[src/rtl/ctrl_pkg.sv]
// rtl/ctrl_pkg.sv - shared opcode, state and ALU encodings for multicycle_control
package ctrl_pkg;

  typedef enum logic [2:0] {
    S_FETCH  = 3'd0,
    S_DECODE = 3'd1,
    S_EXEC   = 3'd2,
    S_MEM    = 3'd3,
    S_WB     = 3'd4
  } state_t;

  typedef enum logic [2:0] {
    CLS_ALU,
    CLS_J,
    CLS_BEQ,
    CLS_BNE,
    CLS_LW,
    CLS_SW,
    CLS_ILLEGAL
  } op_class_t;

  localparam logic [3:0] OP_AND  = 4'd0;
  localparam logic [3:0] OP_OR   = 4'd1;
  localparam logic [3:0] OP_XOR  = 4'd2;
  localparam logic [3:0] OP_NOR  = 4'd3;
  localparam logic [3:0] OP_ADD  = 4'd4;
  localparam logic [3:0] OP_SUB  = 4'd5;
  localparam logic [3:0] OP_SLT  = 4'd6;
  localparam logic [3:0] OP_J    = 4'd7;
  localparam logic [3:0] OP_BEQ  = 4'd8;
  localparam logic [3:0] OP_BNE  = 4'd9;
  localparam logic [3:0] OP_ANDI = 4'd10;
  localparam logic [3:0] OP_ORI  = 4'd11;
  localparam logic [3:0] OP_ADDI = 4'd12;
  localparam logic [3:0] OP_SLTI = 4'd13;
  localparam logic [3:0] OP_LW   = 4'd14;
  localparam logic [3:0] OP_SW   = 4'd15;

  localparam logic [3:0] ALU_AND  = 4'd0;
  localparam logic [3:0] ALU_OR   = 4'd1;
  localparam logic [3:0] ALU_XOR  = 4'd2;
  localparam logic [3:0] ALU_NOR  = 4'd3;
  localparam logic [3:0] ALU_ADD  = 4'd4;
  localparam logic [3:0] ALU_SUB  = 4'd5;
  localparam logic [3:0] ALU_SLT  = 4'd6;
  localparam logic [3:0] ALU_ANDI = 4'd10;
  localparam logic [3:0] ALU_ORI  = 4'd11;
  localparam logic [3:0] ALU_SLTI = 4'd13;
  localparam logic [3:0] ALU_NOP  = 4'd0;

endpackage

[src/rtl/ctrl_decode.sv]
// rtl/ctrl_decode.sv - combinational opcode decode: class, operand/target/writeback selects, ALU op
module ctrl_decode
  import ctrl_pkg::*;
#(
  parameter int OPW  = 4,
  parameter int ALUW = 4
) (
  input  logic [OPW-1:0]  i_opcode,
  output op_class_t       o_class,
  output logic            o_imm_sel,
  output logic            o_jump_sel,
  output logic            o_wb_sel,
  output logic [ALUW-1:0] o_alu_op
);

  logic [3:0] w_op4;
  logic [3:0] w_alu4;
  logic       w_ext;

  assign w_op4 = i_opcode[3:0];
  // Only reachable with OPW > 4: anything above 15 is outside the instruction set.
  assign w_ext = (32'(i_opcode) > 32'd15);

  always_comb begin
    o_class   = CLS_ALU;
    o_imm_sel = 1'b0;
    w_alu4    = ALU_NOP;
    case (w_op4)
      OP_AND:  w_alu4 = ALU_AND;
      OP_OR:   w_alu4 = ALU_OR;
      OP_XOR:  w_alu4 = ALU_XOR;
      OP_NOR:  w_alu4 = ALU_NOR;
      OP_ADD:  w_alu4 = ALU_ADD;
      OP_SUB:  w_alu4 = ALU_SUB;
      OP_SLT:  w_alu4 = ALU_SLT;
      OP_J:    o_class = CLS_J;
      OP_BEQ:  o_class = CLS_BEQ;
      OP_BNE:  o_class = CLS_BNE;
      OP_ANDI: begin o_imm_sel = 1'b1; w_alu4 = ALU_ANDI; end
      OP_ORI:  begin o_imm_sel = 1'b1; w_alu4 = ALU_ORI;  end
      OP_ADDI: begin o_imm_sel = 1'b1; w_alu4 = ALU_ADD;  end
      OP_SLTI: begin o_imm_sel = 1'b1; w_alu4 = ALU_SLTI; end
      OP_LW:   o_class = CLS_LW;
      OP_SW:   o_class = CLS_SW;
      default: o_class = CLS_ALU;
    endcase
    if (w_ext) begin
      o_class   = CLS_ILLEGAL;
      o_imm_sel = 1'b0;
      w_alu4    = ALU_NOP;
    end
  end

  assign o_jump_sel = (o_class == CLS_J);
  assign o_wb_sel   = (o_class == CLS_ALU);
  assign o_alu_op   = ALUW'(w_alu4);

endmodule

[src/rtl/multicycle_control.sv]
// rtl/multicycle_control.sv - multicycle CPU control FSM with memory wait timeout and sticky error flags
// CTRL_INSTRET_EN adds a retired-instruction counter output o_instret.
module multicycle_control
  import ctrl_pkg::*;
#(
  parameter int OPW          = 4,
  parameter int ALUW         = 4,
  parameter int MEM_WAIT_MAX = 15
) (
  input  logic            clk,
  input  logic            reset,
  input  logic [OPW-1:0]  i_opcode,
  input  logic            i_eq,
  input  logic            i_mem_ready,
  output logic            o_mem_req,
  output logic            o_mem_we,
  output logic            o_addr_sel,
  output logic            o_ir_load,
  output logic            o_pc_inc,
  output logic            o_pc_load,
  output logic            o_rf_we,
  output logic            o_jump_sel,
  output logic            o_imm_sel,
  output logic            o_wb_sel,
  output logic [ALUW-1:0] o_alu_op,
  output logic [2:0]      o_state,
  output logic            o_illegal,
  output logic            o_timeout
`ifdef CTRL_INSTRET_EN
  ,
  output logic [31:0]     o_instret
`endif
);

  localparam int WCW = (MEM_WAIT_MAX < 1) ? 1 : $clog2(MEM_WAIT_MAX + 1);

  state_t         r_state;
  state_t         w_next;
  op_class_t      w_class;
  logic [WCW-1:0] r_wait;
  logic           r_illegal;
  logic           r_timeout;
  logic           w_waiting;
  logic           w_set_illegal;

  ctrl_decode #(
    .OPW  (OPW),
    .ALUW (ALUW)
  ) u_decode (
    .i_opcode   (i_opcode),
    .o_class    (w_class),
    .o_imm_sel  (o_imm_sel),
    .o_jump_sel (o_jump_sel),
    .o_wb_sel   (o_wb_sel),
    .o_alu_op   (o_alu_op)
  );

  always_ff @(posedge clk) begin
    if (!reset) begin
      r_state   <= S_FETCH;
      r_wait    <= '0;
      r_illegal <= 1'b0;
      r_timeout <= 1'b0;
    end else begin
      r_state <= w_next;
      // Timeout only raises the flag; the FSM keeps waiting on mem_ready.
      if (w_waiting) begin
        if (r_wait != WCW'(MEM_WAIT_MAX)) r_wait <= r_wait + 1'b1;
        if (r_wait >= WCW'(MEM_WAIT_MAX - 1)) r_timeout <= 1'b1;
      end else begin
        r_wait <= '0;
      end
      if (w_set_illegal) r_illegal <= 1'b1;
    end
  end

  always_comb begin
    w_next        = r_state;
    o_mem_req     = 1'b0;
    o_mem_we      = 1'b0;
    o_addr_sel    = 1'b0;
    o_ir_load     = 1'b0;
    o_pc_inc      = 1'b0;
    o_pc_load     = 1'b0;
    o_rf_we       = 1'b0;
    w_waiting     = 1'b0;
    w_set_illegal = 1'b0;
    case (r_state)
      S_FETCH: begin
        o_mem_req  = 1'b1;
        o_addr_sel = 1'b1;
        if (i_mem_ready) begin
          o_ir_load = 1'b1;
          o_pc_inc  = 1'b1;
          w_next    = S_DECODE;
        end else begin
          w_waiting = 1'b1;
        end
      end
      S_DECODE: w_next = S_EXEC;
      S_EXEC: begin
        w_next = S_FETCH;
        case (w_class)
          CLS_ALU:        w_next = S_WB;
          CLS_J:          o_pc_load = 1'b1;
          CLS_BEQ:        o_pc_load = i_eq;
          CLS_BNE:        o_pc_load = ~i_eq;
          CLS_LW, CLS_SW: w_next = S_MEM;
          default:        w_set_illegal = 1'b1;
        endcase
      end
      S_MEM: begin
        o_mem_req = 1'b1;
        o_mem_we  = (w_class == CLS_SW);
        if (i_mem_ready) begin
          w_next = (w_class == CLS_LW) ? S_WB : S_FETCH;
        end else begin
          w_waiting = 1'b1;
        end
      end
      S_WB: begin
        o_rf_we = 1'b1;
        w_next  = S_FETCH;
      end
      default: w_next = S_FETCH;
    endcase
    // Reset abandons any in-flight request without waiting for the edge.
    if (!reset) begin
      o_mem_req     = 1'b0;
      o_mem_we      = 1'b0;
      o_ir_load     = 1'b0;
      o_pc_inc      = 1'b0;
      o_pc_load     = 1'b0;
      o_rf_we       = 1'b0;
      w_waiting     = 1'b0;
      w_set_illegal = 1'b0;
    end
  end

  assign o_state   = r_state;
  assign o_illegal = r_illegal;
  assign o_timeout = r_timeout;

`ifdef CTRL_INSTRET_EN
  logic [31:0] r_instret;
  logic        w_retire;

  assign w_retire = reset && (w_next == S_FETCH) &&
                    ((r_state == S_EXEC) || (r_state == S_MEM) || (r_state == S_WB));

  always_ff @(posedge clk) begin
    if (!reset) begin
      r_instret <= '0;
    end else if (w_retire) begin
      r_instret <= r_instret + 32'd1;
    end
  end

  assign o_instret = r_instret;
`endif

endmodule

[config.mk]
export PLATFORM = sky130hd
export DESIGN_NAME = multicycle_control
export DESIGN_NICKNAME = d
export VERILOG_FILES = /design/src/rtl/ctrl_pkg.sv /design/src/rtl/ctrl_decode.sv /design/src/rtl/multicycle_control.sv
export SDC_FILE = /design/constraint.sdc
export NUM_CORES = 1
export LEC_CHECK = 0
export CAP_MARGIN = 40
export CORE_MARGIN = 1.5
export CORE_UTILIZATION = 40
export DETAILED_ROUTE_END_ITERATION = 8
export PLACE_DENSITY = 0.84
export SLEW_MARGIN = 0
export SYNTH_ARGS = -nofsm -noshare
export SYNTH_HDL_FRONTEND = slang
export SYNTH_SLANG_ARGS = --single-unit
export TNS_END_PERCENT = 30
[constraint.sdc]
create_clock -name clk -period 1.41 [get_ports clk]
set_clock_uncertainty 0.1 [all_clocks]
set_input_delay 0.282 -clock clk [delete_from_list [all_inputs] [get_ports clk]]
set_output_delay 0.282 -clock clk [all_outputs]
set_load 0.03 [all_outputs]
Yosys cells after proc, flatten, opt, wreduce, memory -nomap -nowiden
Index checks and enable logic that the tools add are counted.
Cells by class
  add/sub/neg operators: 1
  order comparisons: 1
  eq/ne operators: 27
  muxes and demuxes: 27
  bitwise operators: 1
  reductions and logical operators: 10
Operator list (count)
  $pmux W4 S9: 1
  $eq A4 B4 Y1 const B: 8
  $mux W1: 19
  $eq A4 B3 Y1 const B: 4
  $pmux W3 S5: 1
  $eq A3 B2 Y1 const B: 4
  $pmux W3 S4: 1
  $eq A3 B3 Y1 const B: 3
  $mux W3: 3
  $eq A4 B2 Y1 const B: 2
  $eq A3 B1 Y1 const B: 2
  $logic_not A3 Y1: 2
  $pmux W3 S2: 1
  $reduce_and A2 Y1: 3
  $reduce_or A2 Y1: 3
  $reduce_or A6 Y1: 1
  $add A4 B1 Y4 const B: 1
  $eq A4 B1 Y1 const B: 1
  $ge A4 B4 Y1 const B: 1
  $ne A2 B2 Y1 const B: 2
  $ne A4 B4 Y1 const B: 1
  $reduce_or A4 Y1: 1
  $pmux W1 S3: 1
  $not A1 Y1: 1
Word-level totals
  register bits: 9
  input bits: 8
  output and inout bits: 19
  logic and storage cells: 71

Logic depth before layout (Yosys ltp)
Gate-level depths: netlist (run 1).
  depth after elaboration: 7
  mapped depth: 4
  depth with buffers taken out: 4

Cells and area by module
A second synthesis (run 1) with hierarchy kept.
Unflattened totals
  cells, all modules: 76
  area, all modules: 630.6 um^2
Modules (own cells, without submodules)
  multicycle_control: instances 1, cells each 58, area each 505.5 um^2, sequential area each 180.2 um^2
  ctrl_decode: instances 1, cells each 18, area each 125.1 um^2, sequential area each 0.0 um^2

Worst setup path after synthesis (run 1)
Ideal clock, no wire load.
  path type: input to output
  from: input port i_opcode[2]
  to: output port o_pc_load
  data arrival time: 1651 ps
  required time: 1028 ps
  setup slack: -623 ps
  stages: 3
  path buffers: 0
  cells stage by stage: nand2_1 nor3b_1 o2111a_1
Between the ends
  longest elaborated chain between the ends: 6
  elaborated cells on any way between the ends: 12
  those cells by class: eq/ne (8); mux (4)
Ends and longest elaborated chain
  start: declaration: line multicycle_control.sv:12  | input logic [OPW-1:0] i_opcode,
  $eq A4 B4 Y1 or $eq A4 B3 Y1 (tied branches): line ctrl_decode.sv:28  | case (w_op4)
  $pmux W3 S5 *: line ctrl_decode.sv:28
  $eq A3 B1 Y1 *
  net o_jump_sel: line multicycle_control.sv:22  | output logic o_jump_sel,
  $pmux W1 S3 *: line multicycle_control.sv:103  | case (w_class)
  $mux W1 *: line multicycle_control.sv:88  | case (r_state)
  $mux W1 *: line multicycle_control.sv:128  | if (!reset) begin
  end: declaration: line multicycle_control.sv:20  | output logic o_pc_load,
The timed path passes the listed nets; every way through them passes the cells marked *.

Worst setup path after layout (run 1)
  from: input port i_opcode[2]
  to: output port o_pc_load
Between the ends
  longest elaborated chain between the ends: 6
  elaborated cells on any way between the ends: 12
  those cells by class: eq/ne (8); mux (4)
Ends and longest elaborated chain (line)
  $eq A4 B4 Y1 or $eq A4 B3 Y1 (tied branches): ctrl_decode.sv:28
  $pmux W3 S5 *: ctrl_decode.sv:28
  $eq A3 B2 Y1 or $eq A3 B1 Y1 (tied branches): multicycle_control.sv:103
  $pmux W1 S3 *: multicycle_control.sv:103
  $mux W1 *: multicycle_control.sv:88
  $mux W1 *: multicycle_control.sv:128
Mark *: on every way between the ends. The rest lies on a longest branch, timed or not.

==> results.yml, run 1 <==
floorplanning:
  die_h_um: 42.4
  die_area_sq_mm: 0.00180
  die_x_um: 42.4
  io_pins: 27
  initial_core_util_pct: 42.2
  num_rows: 14
  coreArea_sq_mm: 0.00147
synthesis:
  synthTopCellsByArea: "dfxtp_1 (29%), a211oi_2 (6.0%), a21boi_0 (4.8%)"
  synth_edf_count: 0
  synth.distinct_cells: 39
  syn_inst: 73
  async_flop_share_pct: 0
  syn-cell-area_sq_um: 621
  synth_seq_cells: 9
  yosysWarnings: 0
  ys_seq_area_share_pct: 29.0
  synth_nets: 83
  yosysTopAreaCell: "dfxtp_1"
  synth_ff_type: "dfxtp_1"
  synth_common_cells: "dfxtp_1 (9), nor2_1 (8), a21boi_0 (4), nand2_1 (4)"
  avgSynthCellArea_sq_um: 8.50
  synth.top_cell.area_share_pct: 29.0
  synth_most_common_cell: "dfxtp_1"
route:
  wire_per_inst_um: 14.4
  wl_met2_mm: 1.10
  drtIter0Drc: 9
  ant_nets: 0
  wl_met3_um: 78
  wirelength_mm: 2.02
  num_vias: 740
  wl_met1_um: 820
  dr.pass1.iters: 4
  drc_errors: 0
  highest_layer: "met4"
  viasPerCell: 5.29
timing:
  fin_hold_ws_ns: 0.346
  grt_setup_unrepaired: "true"
  fmax_mhz: 578
  slew_headroom_pct: 79.8
  fin_crit_sh_pct: 123
  slew_viol_final: 0
  layout_setup_ws_ns: -0.321
  period_needed_ns: 1.73
  finalSetupViolCount: 13
  tightest_slew_ns: 0.304
  hold_viol: 0
clock_tree:
  cts-buffers-inserted: 3
  cts_num_sinks: 9
  htreeDepth: 1
  clkLatencyLatePin_ns: 0.26
  ctsHoldBuffers: 0
  clk_pin_slew_worst_paths_ns: 0.05
  cts_tree: "yes"
  root_buffer: "clkbuf_4"
  clockBufferDepth: 2
run_status:
  violations: "negative setup slack"
  status: "finished with violations"
global_routing:
  overflow: 0
  grt_pass1_wl_mm: 3.05
  antenna_found_initial: 0
  grt_pass1_vias: 718
  grt_usage_pct: 22.2
  grt_max_degree: 10
critical_path:
  slowest_delay_ns: 0.40
  path_cells: "buf_6 -> or3b_4 -> buf_6 -> a21oi_2 -> o2111a_1 -> buf_6"
  worstSetupPathType: "in -> out"
  cpMaxStageDelayCell: "or3b_4"
  crit_path_max_fanout: 3
  critPathArrivalTime_ns: 1.35
  critPathTopFamily: "simple AND/OR/NAND/NOR gates"
  critical_path_buf_inv_count: 3
  crit_path_frequent_cell: "buf_6"
  cp-end-kind: "primary output"
  start_kind: "primary input"
  required_ns: 1.03
power:
  vdd_ir_drop_max_uv: 569
  power.leakage_nw: 0.548
  pwr_density_cell_mw_per_mm2: 657
placement:
  place_congestion: 0.733
  post-dp-hpwl_mm: 1.27
  portBuffers: 26
  place_inst: 124
final_layout:
  instances_no_fill: 140
  antenna_cells: 0
  fill_cells: 87
  final_nets: 135
  areaGrowthSynthToFinish_pct: 91.9
  drive_gt1_share_pct: 59.7
min_path:
  hp-class: "reg -> reg"
run:
  maxCapViolations: 0
==> sequential cells by signal, summed over array words and instances (netlist names) <==
signal / flops
o_illegal: 1
o_timeout: 1
r_wait: 4
o_state: 3
==> layout by cell type (no fill, tap or decap), types with 2 or more instances in the layout <==
cell / count
buf_4: 24
buf_6: 19
nor2_1: 7
dfxtp_1: 6
dlygate4sd2_1: 4
nand2_1: 3
a211oi_2: 3
clkbuf_4: 3
inv_1: 2
nand3b_1: 2
a21boi_1: 2
a21boi_2: 2
nand2b_4: 2
o21ai_0: 2
nand3_1: 2
ha_1: 2
buf_2: 2
dfxtp_4: 2
==> worst reg2reg max path: stages (launching register included) <==
cell      delay (ns)
dfxtp_4         0.36
buf_6           0.13
xor2_2          0.15
or3_4           0.38
a211oi_2        0.16
==> kinds of logic (layout without fill, tap and decap cells) <==
family,count (synthesis),in the layout,share of synthesized area (%)
fa+ha+maj,2,2,4.03
buf+inv,6,57,5.64
compound gates,19,19,25.0
simple gates,35,35,33.5
xor+xnor,2,2,2.82
flops,9,9,29.0
==> area by class of cell <==
cell class	count	area [sq um]	share of cell area (%)
repair buffers	50	452	37.9
clock buffers	4	26.3	2.21
inverters	3	13.8	1.16
well taps	16	20.0	1.68
flip-flops and latches	9	189	15.9
multi-input cells	58	490	41.2
==> per-layer routing <==
metal | track usage, % | up-vias
met4 | 9.38 | 0
met1 | 24.7 | 351
met2 | 41.8 | 19
met3 | 2.59 | 4
li1 | - | 366
met5 | 0 | -
==> stage by stage <==
stage	area (sq um)	power, mW	worst slack [ns]	setup TNS, ns	util (%)
global placement	983	0.529	-0.850	-8.48	66.8
detailed placement	983	0.534	-0.886	-8.63	66.8
global route	1190	0.816	-0.351	-1.95	81.0
CTS	1140	0.770	-0.316	-1.64	77.7
floorplan	681	0.430	-0.168	-0.323	-
finish	1190	0.783	-0.321	-1.58	81.0
==> report_power, final <==
group	internal (mW)	switching (mW)	leakage, nW
clock	0.109	0.0863	0.0150
combinational	0.151	0.155	0.458
sequential	0.262	0.0187	0.0749
==> worst paths after layout <==
kind                     from   endpoint  slack, ns  cells past startpoint
hold / removal      o_timeout  o_timeout       0.35                      2
hold reg to reg     o_timeout  o_timeout       0.35                      2
setup reg to reg   o_state[1]  r_wait[3]       0.06                      4
setup / recovery  i_opcode[2]  o_pc_load      -0.32                      6
==> timing repair <==
item / in CTS / in global routing
endpoints found under the setup margin: 21 / 13
pin swaps: 10 / 6
buffers inserted: 9 / 4
resized for setup: 52 / 12
(Power assumes the default switching activity.)
==> inputs of run 2 (changes only) <==
Settings changed: CORE_UTILIZATION 40 to 31, CTS_CLUSTER_SIZE from default to 10, PLACE_DENSITY 0.84 to 0.69.
==> run 2 against run 1 <==
  * The run still ends with negative setup slack left
  * Critical path depth did not move
  * Total power fell by 0.52%
  * Die area rose by 27%
  * Sequential power barely moved
  * Global-route usage fell by 6.0 points
  * Critical path type unchanged
  * Critical endpoint unchanged
  * Highest routed layer unchanged
==> results.yml, run 2 (synthesized netlist as in run 1, its figures left out) <==
critical_path:
  critPathArrivalTime_ns: 1.34
  critPathTopFamily: "simple AND/OR/NAND/NOR gates"
  cp-end-kind: "primary output"
  crit_path_frequent_cell: "buf_6"
  crit_path_max_fanout: 3
  worstSetupPathType: "in -> out"
  cpMaxStageDelayCell: "or3b_4"
  start_kind: "primary input"
  slowest_delay_ns: 0.42
  critical_path_buf_inv_count: 3
  path_cells: "buf_6 -> or3b_4 -> buf_6 -> a21oi_2 -> o2111a_1 -> buf_6"
  required_ns: 1.03
power:
  seqPwrFrac_pct: 36.3
  pwr-share-clk_pct: 25.5
  power.share.combinational_pct: 38.2
  vdd_ir_drop_max_uv: 481
  p_int_uw: 516
  switching_share_pct: 33.7
  power.leakage_nw: 0.522
  switchingPower_uw: 262
  pwr_density_cell_mw_per_mm2: 661
route:
  wirelength_mm: 1.91
  drc_errors: 0
  drtIter0Drc: 5
  wire_per_inst_um: 13.0
  ant_nets: 0
  num_vias: 710
  dr.pass1.iters: 3
  viasPerCell: 4.83
floorplanning:
  coreArea_sq_mm: 0.00192
  die_x_um: 47.7
  die_h_um: 47.7
  die_area_sq_mm: 0.00228
  io_pins: 27
  num_rows: 16
  initial_core_util_pct: 32.3
clock_tree:
  cts_num_sinks: 9
  clockBufferDepth: 2
  clk_pin_slew_worst_paths_ns: 0.06
  clkLatencyLatePin_ns: 0.26
  cts-buffers-inserted: 3
  cts_tree: "yes"
  htreeDepth: 1
  root_buffer: "clkbuf_4"
timing:
  fmax_mhz: 579
  fin_crit_sh_pct: 122
  finalSetupViolCount: 14
  hold_viol: 0
  slew_headroom_pct: 80.6
  layout_setup_ws_ns: -0.316
  fin_tns_setup_ns: -1.23
  tightest_slew_ns: 0.292
  slew_viol_final: 0
  grt_setup_unrepaired: "true"
  period_needed_ns: 1.73
final_layout:
  regMostFlops: "r_wait"
  largest_reg_flops: 4
  drive_gt1_share_pct: 60.8
  antenna_cells: 0
  areaGrowthSynthToFinish_pct: 89.9
  fill_cells: 171
  final_nets: 131
  final_cell_mix: "buf_6 (20), buf_4 (20), nor2_1 (6), dfxtp_1 (6), a21boi_2 (4)"
  final_util_pct: 61.3
global_routing:
  grt_max_degree: 10
  grt_pass1_wl_mm: 2.63
  grt_pass1_vias: 626
  antenna_found_initial: 0
  overflow: 0
  grt_usage_pct: 16.2
min_path:
  hp-class: "reg -> reg"
run_status:
  status: "finished with violations"
  violations: "negative setup slack"
run:
  maxCapViolations: 0
placement:
  portBuffers: 26
  post-dp-hpwl_mm: 1.29
  place_congestion: 0.730
run 2: stage by stage:
stage | power (mW) | area (sq um) | hold WS [ns] | std cells | worst slack (ns)
2_1_floorplan | 0.430 | 681 | 0.301 | 73 | -0.168
3_3_place_gp | 0.535 | 1010 | 0.345 | 137 | -0.850
3_5_place_dp | 0.539 | 1010 | 0.349 | 137 | -0.862
4_1_cts | 0.776 | 1140 | 0.366 | 145 | -0.319
5_1_grt | 0.823 | 1180 | 0.398 | 147 | -0.322
6_report | 0.779 | 1180 | 0.360 | 147 | -0.316
run 2: metal layers:
metal	vias up	routed length [um]	global-route usage, %
li1	360	-	-
met1	330	770	17.1
met2	18	1030	30.7
met3	2	102	3.40
met4	0	6	6.49
met5	-	0	0
run 2: area by class of cell:
type | count | area, sq um | share of cell area, %
clock buffers | 4 | 26.3 | 2.23
inverters | 3 | 11.3 | 0.955
multi-input cells | 58 | 493 | 41.8
flip-flops and latches | 9 | 189 | 16.0
well taps | 27 | 33.8 | 2.87
repair buffers | 46 | 425 | 36.1
run 2: timing repair:
item | in CTS | in global routing
hold buffers | 0 | 0
gates resized for setup | 52 | 14
setup endpoints to repair | 20 | 15
setup buffers | 4 | 3
pin swaps | 9 | 5
run 2: final timing paths:
check / from / endpoint / slack [ns] / depth (start not counted)
min reg2reg: o_timeout / o_timeout / 0.36 / 2
max: i_opcode[1] / o_pc_load / -0.32 / 6
max reg2reg: o_state[1] / o_state[2] / -0.05 / 4
min: o_timeout / o_timeout / 0.36 / 2
run 2: power groups by stage:
stage,Combinational [mW],Sequential [mW],Clock [mW]
finish,0.297,0.282,0.199
global route,0.316,0.284,0.224
CTS,0.284,0.283,0.209
detailed placement,0.252,0.287,0
global placement,0.249,0.286,0
floorplan,0.145,0.285,0
run 2: worst reg2reg max path: stages (launching register included):
cell and delay [ns]:
dfxtp_4 0.40, nand4_1 0.19, buf_4 0.19, or3_1 0.31, a211oi_2 0.19
==> edit 1: new RTL, flow settings as in run 2 <==
Add a define of `CTRL_INSTRET_EN`.
--- a/src/rtl/multicycle_control.sv
+++ b/src/rtl/multicycle_control.sv
@@ -1,5 +1,7 @@
 // rtl/multicycle_control.sv - multicycle CPU control FSM with memory wait timeout and sticky error flags
 // CTRL_INSTRET_EN adds a retired-instruction counter output o_instret.
+`define CTRL_INSTRET_EN
+
 module multicycle_control
   import ctrl_pkg::*;
 #(
Behaviour (old outputs only; new: o_instret): unchanged (equiv_simple and equiv_induct, registers matched by name and starting in step).
==> edit 1 against run 2 <==
- the run still ends with setup timing left
- die area rose to 3.4 times the old value
- synthesized area increased to 3.6 times the old value
- power rose to 3.2 times the old value
- sequential cell count grew 32
- setup slack got worse by 0.24 ns
- synthesized cell count rose to 3.6 times the old value
- register-to-register slack got worse by 0.51 ns
- routed wire length increased to 3.2 times the old value
- non-clock buffer count rose by 87
- design area rose to 3.1 times the old value
- critical endpoint is now o_instret[12]
==> edit 1: results <==
# TYPE chip_impl_metric gauge
chip_impl_metric{name="synth.lib_cells_used.distinct",unit=""} 48
chip_impl_metric{name="post_synth_xor_area_fraction",unit=""} 0.0632
chip_impl_metric{name="wire_length_of_the_first_global_routing_pass",unit="microns"} 9840
chip_impl_metric{name="p_leak",unit="nW"} 1.52
chip_impl_metric{name="synth_compound_area_frac",unit=""} 0.172
chip_impl_metric{name="synth_nets",unit=""} 274
chip_impl_metric{name="post_dp_cell_area",unit="sq um"} 3330
chip_impl_metric{name="cts.htree.levels",unit=""} 2
chip_impl_metric{name="synth.mux.area_fraction",unit=""} 0.0361
chip_impl_metric{name="ir_drop",unit="mV"} 0.382
chip_impl_metric{name="report.final.setup_viol",unit=""} 44
chip_impl_metric{name="drtPass1Iterations",unit=""} 4
chip_impl_metric{name="grt_start_max_net_pins",unit=""} 23
chip_impl_info{name="failed_checks",value="setup timing"} 1
chip_impl_metric{name="timing.critical_path.slowest_cell_delay",unit="ns"} 0.39
chip_impl_info{name="synth.cells.most_frequent",value="41 x sky130_fd_sc_hd__dfxtp_1, 29 x sky130_fd_sc_hd__nand2_1, 26 x sky130_fd_sc_hd__nor2_1"} 1
chip_impl_metric{name="cts_inserted_buffers",unit=""} 5
chip_impl_metric{name="post-route-worst-setup-slack",unit="ns"} -0.561
chip_impl_metric{name="via_count",unit=""} 2355
chip_impl_metric{name="worst_pin_slew",unit="ns"} 0.442
chip_impl_info{name="post_synth_main_area_contributors",value="sky130_fd_sc_hd__dfxtp_1 37%, sky130_fd_sc_hd__xnor2_1 5.5%, sky130_fd_sc_hd__nand2_1 4.9%"} 1
chip_impl_metric{name="largest_register_ffs",unit=""} 32
chip_impl_metric{name="detail_route.wirelength",unit="microns"} 6140
chip_impl_metric{name="grt_pass1_vias",unit=""} 2168
chip_impl_metric{name="crit_fanout",unit=""} 10
chip_impl_info{name="holdCritPathClass",value="in -> reg"} 1
chip_impl_metric{name="half_perimeter_wire_length_of_the_detailed_placement_result",unit="microns"} 4560
chip_impl_metric{name="post_route_cells_drive_above_1_share",unit=""} 0.485
chip_impl_metric{name="cts.reportedPaths.clkPinSlew",unit="ns"} 0.09
chip_impl_metric{name="synth_fa_ha_area_frac",unit=""} 0.0169
chip_impl_metric{name="filler_cells_inserted",unit=""} 639
chip_impl_metric{name="timing.critical_path.arrival",unit="ns"} 2.10
chip_impl_metric{name="seq_area_frac_synth",unit=""} 0.370
chip_impl_metric{name="insertion_delay",unit="ns"} 0.30
chip_impl_info{name="outcome",value="complete, but fails checks"} 1
## edit 1: changes by cell type after synthesis, sizes merged, moves of 5 or more
cell | before | now
mux2i | 0 | 8
a211oi | 3 | 9
clkbuf | 0 | 8
xnor2 | 1 | 14
nand2b | 4 | 9
nand3 | 2 | 16
nand2 | 4 | 29
a2111oi | 0 | 7
a21oi | 2 | 11
nor2 | 8 | 26
dfxtp | 9 | 41
and3 | 1 | 7
## edit 1: final cells by class
cell class / instances / area [sq um] / area share
inverters: 7 / 26.3 / 0.00720
well taps: 96 / 120 / 0.0329
repair buffers: 133 / 1050 / 0.289
multi-input cells: 201 / 1500 / 0.411
flip-flops and latches: 41 / 838 / 0.230
clock buffers: 8 / 111 / 0.0305
## edit 1: power by group
group,internal (W),switching [W],total (W)
Clock,0.000506,0.000418,0.000924
Sequential,0.00116,0.00000798,0.00117
Combinational,0.000162,0.000205,0.000367
## edit 1: per-layer routing
metal | track usage | part of all wire | vias to the layer above
met3 | 0.0320 | 0.037 | 7
met4 | 0.0707 | 0.012 | 0
li1 | - | - | 1195
met2 | 0.257 | 0.49 | 50
met1 | 0.217 | 0.47 | 1103
met5 | 0 | 0 | -
## edit 1: cell families after synthesis
logic type / after synthesis
simple gates: 125
compound gates: 49
flops: 41
buf+inv: 21
xor+xnor: 16
mux: 8
fa+ha+maj: 3
## edit 1: worst paths after layout
path / startpoint / end / slack (ns) / depth (start not counted)
max reg2reg: o_state[2] / o_instret[12] / -0.56 / 5
min reg2reg: o_illegal / o_illegal / 0.36 / 1
min: i_opcode[0] / o_state[2] / 0.34 / 5
max: o_state[2] / o_instret[12] / -0.56 / 5
## edit 1: per-stage QoR
stage                     TNS [ns]  cells   util  worst slack (ns)  power [W]
after global placement      -43.00    477  0.484             -1.09    0.00151
after detailed placement    -43.76    477  0.484             -1.11    0.00152
after global routing        -21.31    486  0.532            -0.638    0.00257
after CTS                   -18.10    485  0.521            -0.556    0.00248
final                       -18.22    486  0.532            -0.561    0.00246
after floorplan             -25.34    263      -            -0.692    0.00139
## edit 1: worst min-delay path: stages
cell                        delay [ns]
sky130_fd_sc_hd__buf_6            0.09
sky130_fd_sc_hd__nand3_4          0.06
sky130_fd_sc_hd__buf_4            0.14
sky130_fd_sc_hd__nand2_2          0.06
sky130_fd_sc_hd__a2111oi_0        0.06
## edit 1: timing repair
action | 4_1_cts | 5_1_grt
hold buffers | 0 | 0
buffers inserted | 0 | 1
pin swaps | 12 | 8
gates resized for setup | 62 | 22
endpoints found under the setup margin | 56 | 56
==> edit 2: new RTL, settings of run 2 <==
Made on the original files. Put one more register stage on the output `o_timeout`, with the module's reset. The value now appears one clock later. The other outputs are not delayed to match.
--- a/src/rtl/multicycle_control.sv
+++ b/src/rtl/multicycle_control.sv
@@ -139,7 +139,13 @@
 
   assign o_state   = r_state;
   assign o_illegal = r_illegal;
-  assign o_timeout = r_timeout;
+  always_ff @(posedge clk) begin
+    if (!reset) begin
+      o_timeout <= '0;
+    end else begin
+      o_timeout <= r_timeout;
+    end
+  end
 
 `ifdef CTRL_INSTRET_EN
   logic [31:0] r_instret;
Formal check against the unedited RTL: same outputs for any inputs over 10 cycles, from zero or initial values and one cycle with reset low; that may be too few to reach the edited logic, so the function may still have changed.
==> edit 2 against run 2 <==
- the flow still finishes with violations (setup timing)
- sequential share of layout area up 0.57 points
- synthesized area up 2.2%
- power up 14%
- design area up 6.8%
- hold slack worse by 0.018 ns
- routed wire length up 6.0%
- utilization up 3.5 points
- sequential cell count up 1
- combinational power up 6%
- setup slack better by 0.055 ns
- critical endpoint unchanged
==> edit 2: results <==
# TYPE chip_impl_metric gauge
chip_impl_metric{name="design.final.nets",unit=""} 133
chip_impl_info{name="cts_root_buffer",value="sky130_fd_sc_hd__clkbuf_4"} 1
chip_impl_metric{name="via_count",unit=""} 740
chip_impl_metric{name="worst_pin_slew",unit="ns"} 0.307
chip_impl_metric{name="number_of_antenna_violations_at_the_first_check_in_global_routing",unit=""} 0
chip_impl_metric{name="port_buffers",unit=""} 26
chip_impl_metric{name="drt-initial-drc-count",unit=""} 8
chip_impl_metric{name="place_ws",unit="ns"} -0.868
chip_impl_metric{name="timing.critical_path.arrival",unit="ns"} 1.29
chip_impl_metric{name="seq_area_frac_synth",unit=""} 0.316
chip_impl_info{name="synth.cells.most_frequent",value="10 x sky130_fd_sc_hd__dfxtp_1, 7 x sky130_fd_sc_hd__nor2_1, 4 x sky130_fd_sc_hd__a21boi_0, 4 x sky130_fd_sc_hd__nand2b_1, 4 x sky130_fd_sc_hd__nor3_1"} 1
chip_impl_info{name="outcome",value="complete, but fails checks"} 1
chip_impl_metric{name="p_leak",unit="nW"} 0.558
chip_impl_metric{name="post_route_cells_drive_above_1_share",unit=""} 0.598
chip_impl_metric{name="synth.lib_cells_used.distinct",unit=""} 37
chip_impl_metric{name="post_dp_cell_area",unit="sq um"} 1010
chip_impl_metric{name="detail_route.wirelength",unit="microns"} 2030
chip_impl_info{name="failed_checks",value="setup timing"} 1
chip_impl_metric{name="post-route-worst-setup-slack",unit="ns"} -0.261
chip_impl_metric{name="drcViolationCount",unit=""} 0
chip_impl_metric{name="synthesis.instances",unit=""} 75
chip_impl_metric{name="maxSlewHeadroom",unit=""} 0.796
chip_impl_metric{name="report.final.setup_viol",unit=""} 14
chip_impl_metric{name="crit_fanout",unit=""} 2
chip_impl_metric{name="half_perimeter_wire_length_of_the_detailed_placement_result",unit="microns"} 1320
chip_impl_metric{name="grt_pass1_vias",unit=""} 675
chip_impl_metric{name="ir_drop",unit="mV"} 0.468
chip_impl_metric{name="wire_length_of_the_first_global_routing_pass",unit="microns"} 2850
chip_impl_metric{name="gp_congestion",unit=""} 0.743
chip_impl_metric{name="track_usage",unit=""} 0.174
chip_impl_metric{name="vias_per_cell",unit=""} 4.97
chip_impl_info{name="holdCritPathClass",value="in -> reg"} 1
[edit 2: critical path, cell delays in order]
cell and delay (ns):
sky130_fd_sc_hd__buf_6 0.09, sky130_fd_sc_hd__or3b_4 0.39, sky130_fd_sc_hd__buf_6 0.13, sky130_fd_sc_hd__a21oi_2 0.09
sky130_fd_sc_hd__o21ba_1 0.16, sky130_fd_sc_hd__buf_6 0.14
[edit 2: repair_timing]
action                     in CTS  in global routing
gates resized for setup        55                 25
buffers inserted                3                  4
setup endpoints to repair      21                 16
hold buffers                    0                  0
pin swaps                       8                  6
[edit 2: final timing paths]
path	start	endpoint	slack [ns]	cells after the start
worst max-delay path	i_opcode[1]	o_pc_load	-0.26	6
worst min-delay path	i_opcode[0]	o_state[2]	0.34	4
worst max register to register	o_state[2]	r_wait[3]	0.06	3
worst min register to register	r_timeout	o_timeout	0.37	1
[edit 2: report_power, final]
part           switching [W]  internal [W]
Clock              0.0000998      0.000157
Sequential         0.0000233      0.000290
Combinational       0.000155      0.000159
Total               0.000278      0.000606
[edit 2: final cells by class]
type / count / area share
inverter: 3 / 0.00895
timing repair buffer: 46 / 0.358
sequential: 10 / 0.166
multi-input combinational: 59 / 0.412
tap: 27 / 0.0268
clock buffer: 4 / 0.0288
[edit 2: metal layers]
metal	global-route usage	vias to the layer above	wire, microns
met5	0	-	0
met4	0.0324	0	0
met3	0.0481	0	65
met2	0.334	18	1110
met1	0.189	358	851
li1	-	364	-
[edit 2: kinds of logic (layout without fill, tap and decap cells)]
logic type      after synthesis  after routing  share of synthesized area
compound gates               18             18                      0.213
buf+inv                       6             53                     0.0493
simple gates                 37             37                      0.355
fa+ha+maj                     2              2                     0.0394
xor+xnor                      2              2                     0.0276
flops                        10             10                      0.316
[edit 2: stage by stage]
step / hold slack [ns] / total power, W / setup TNS [ns] / utilization
after floorplan: 0.309 / 0.000454 / -0.410 / -
after global placement: 0.339 / 0.000558 / -8.67 / 0.522
after detailed placement: 0.351 / 0.000562 / -8.59 / 0.522
after CTS: 0.335 / 0.000849 / -1.45 / 0.591
after global routing: 0.364 / 0.000932 / -2.09 / 0.648
final: 0.342 / 0.000884 / -1.59 / 0.648
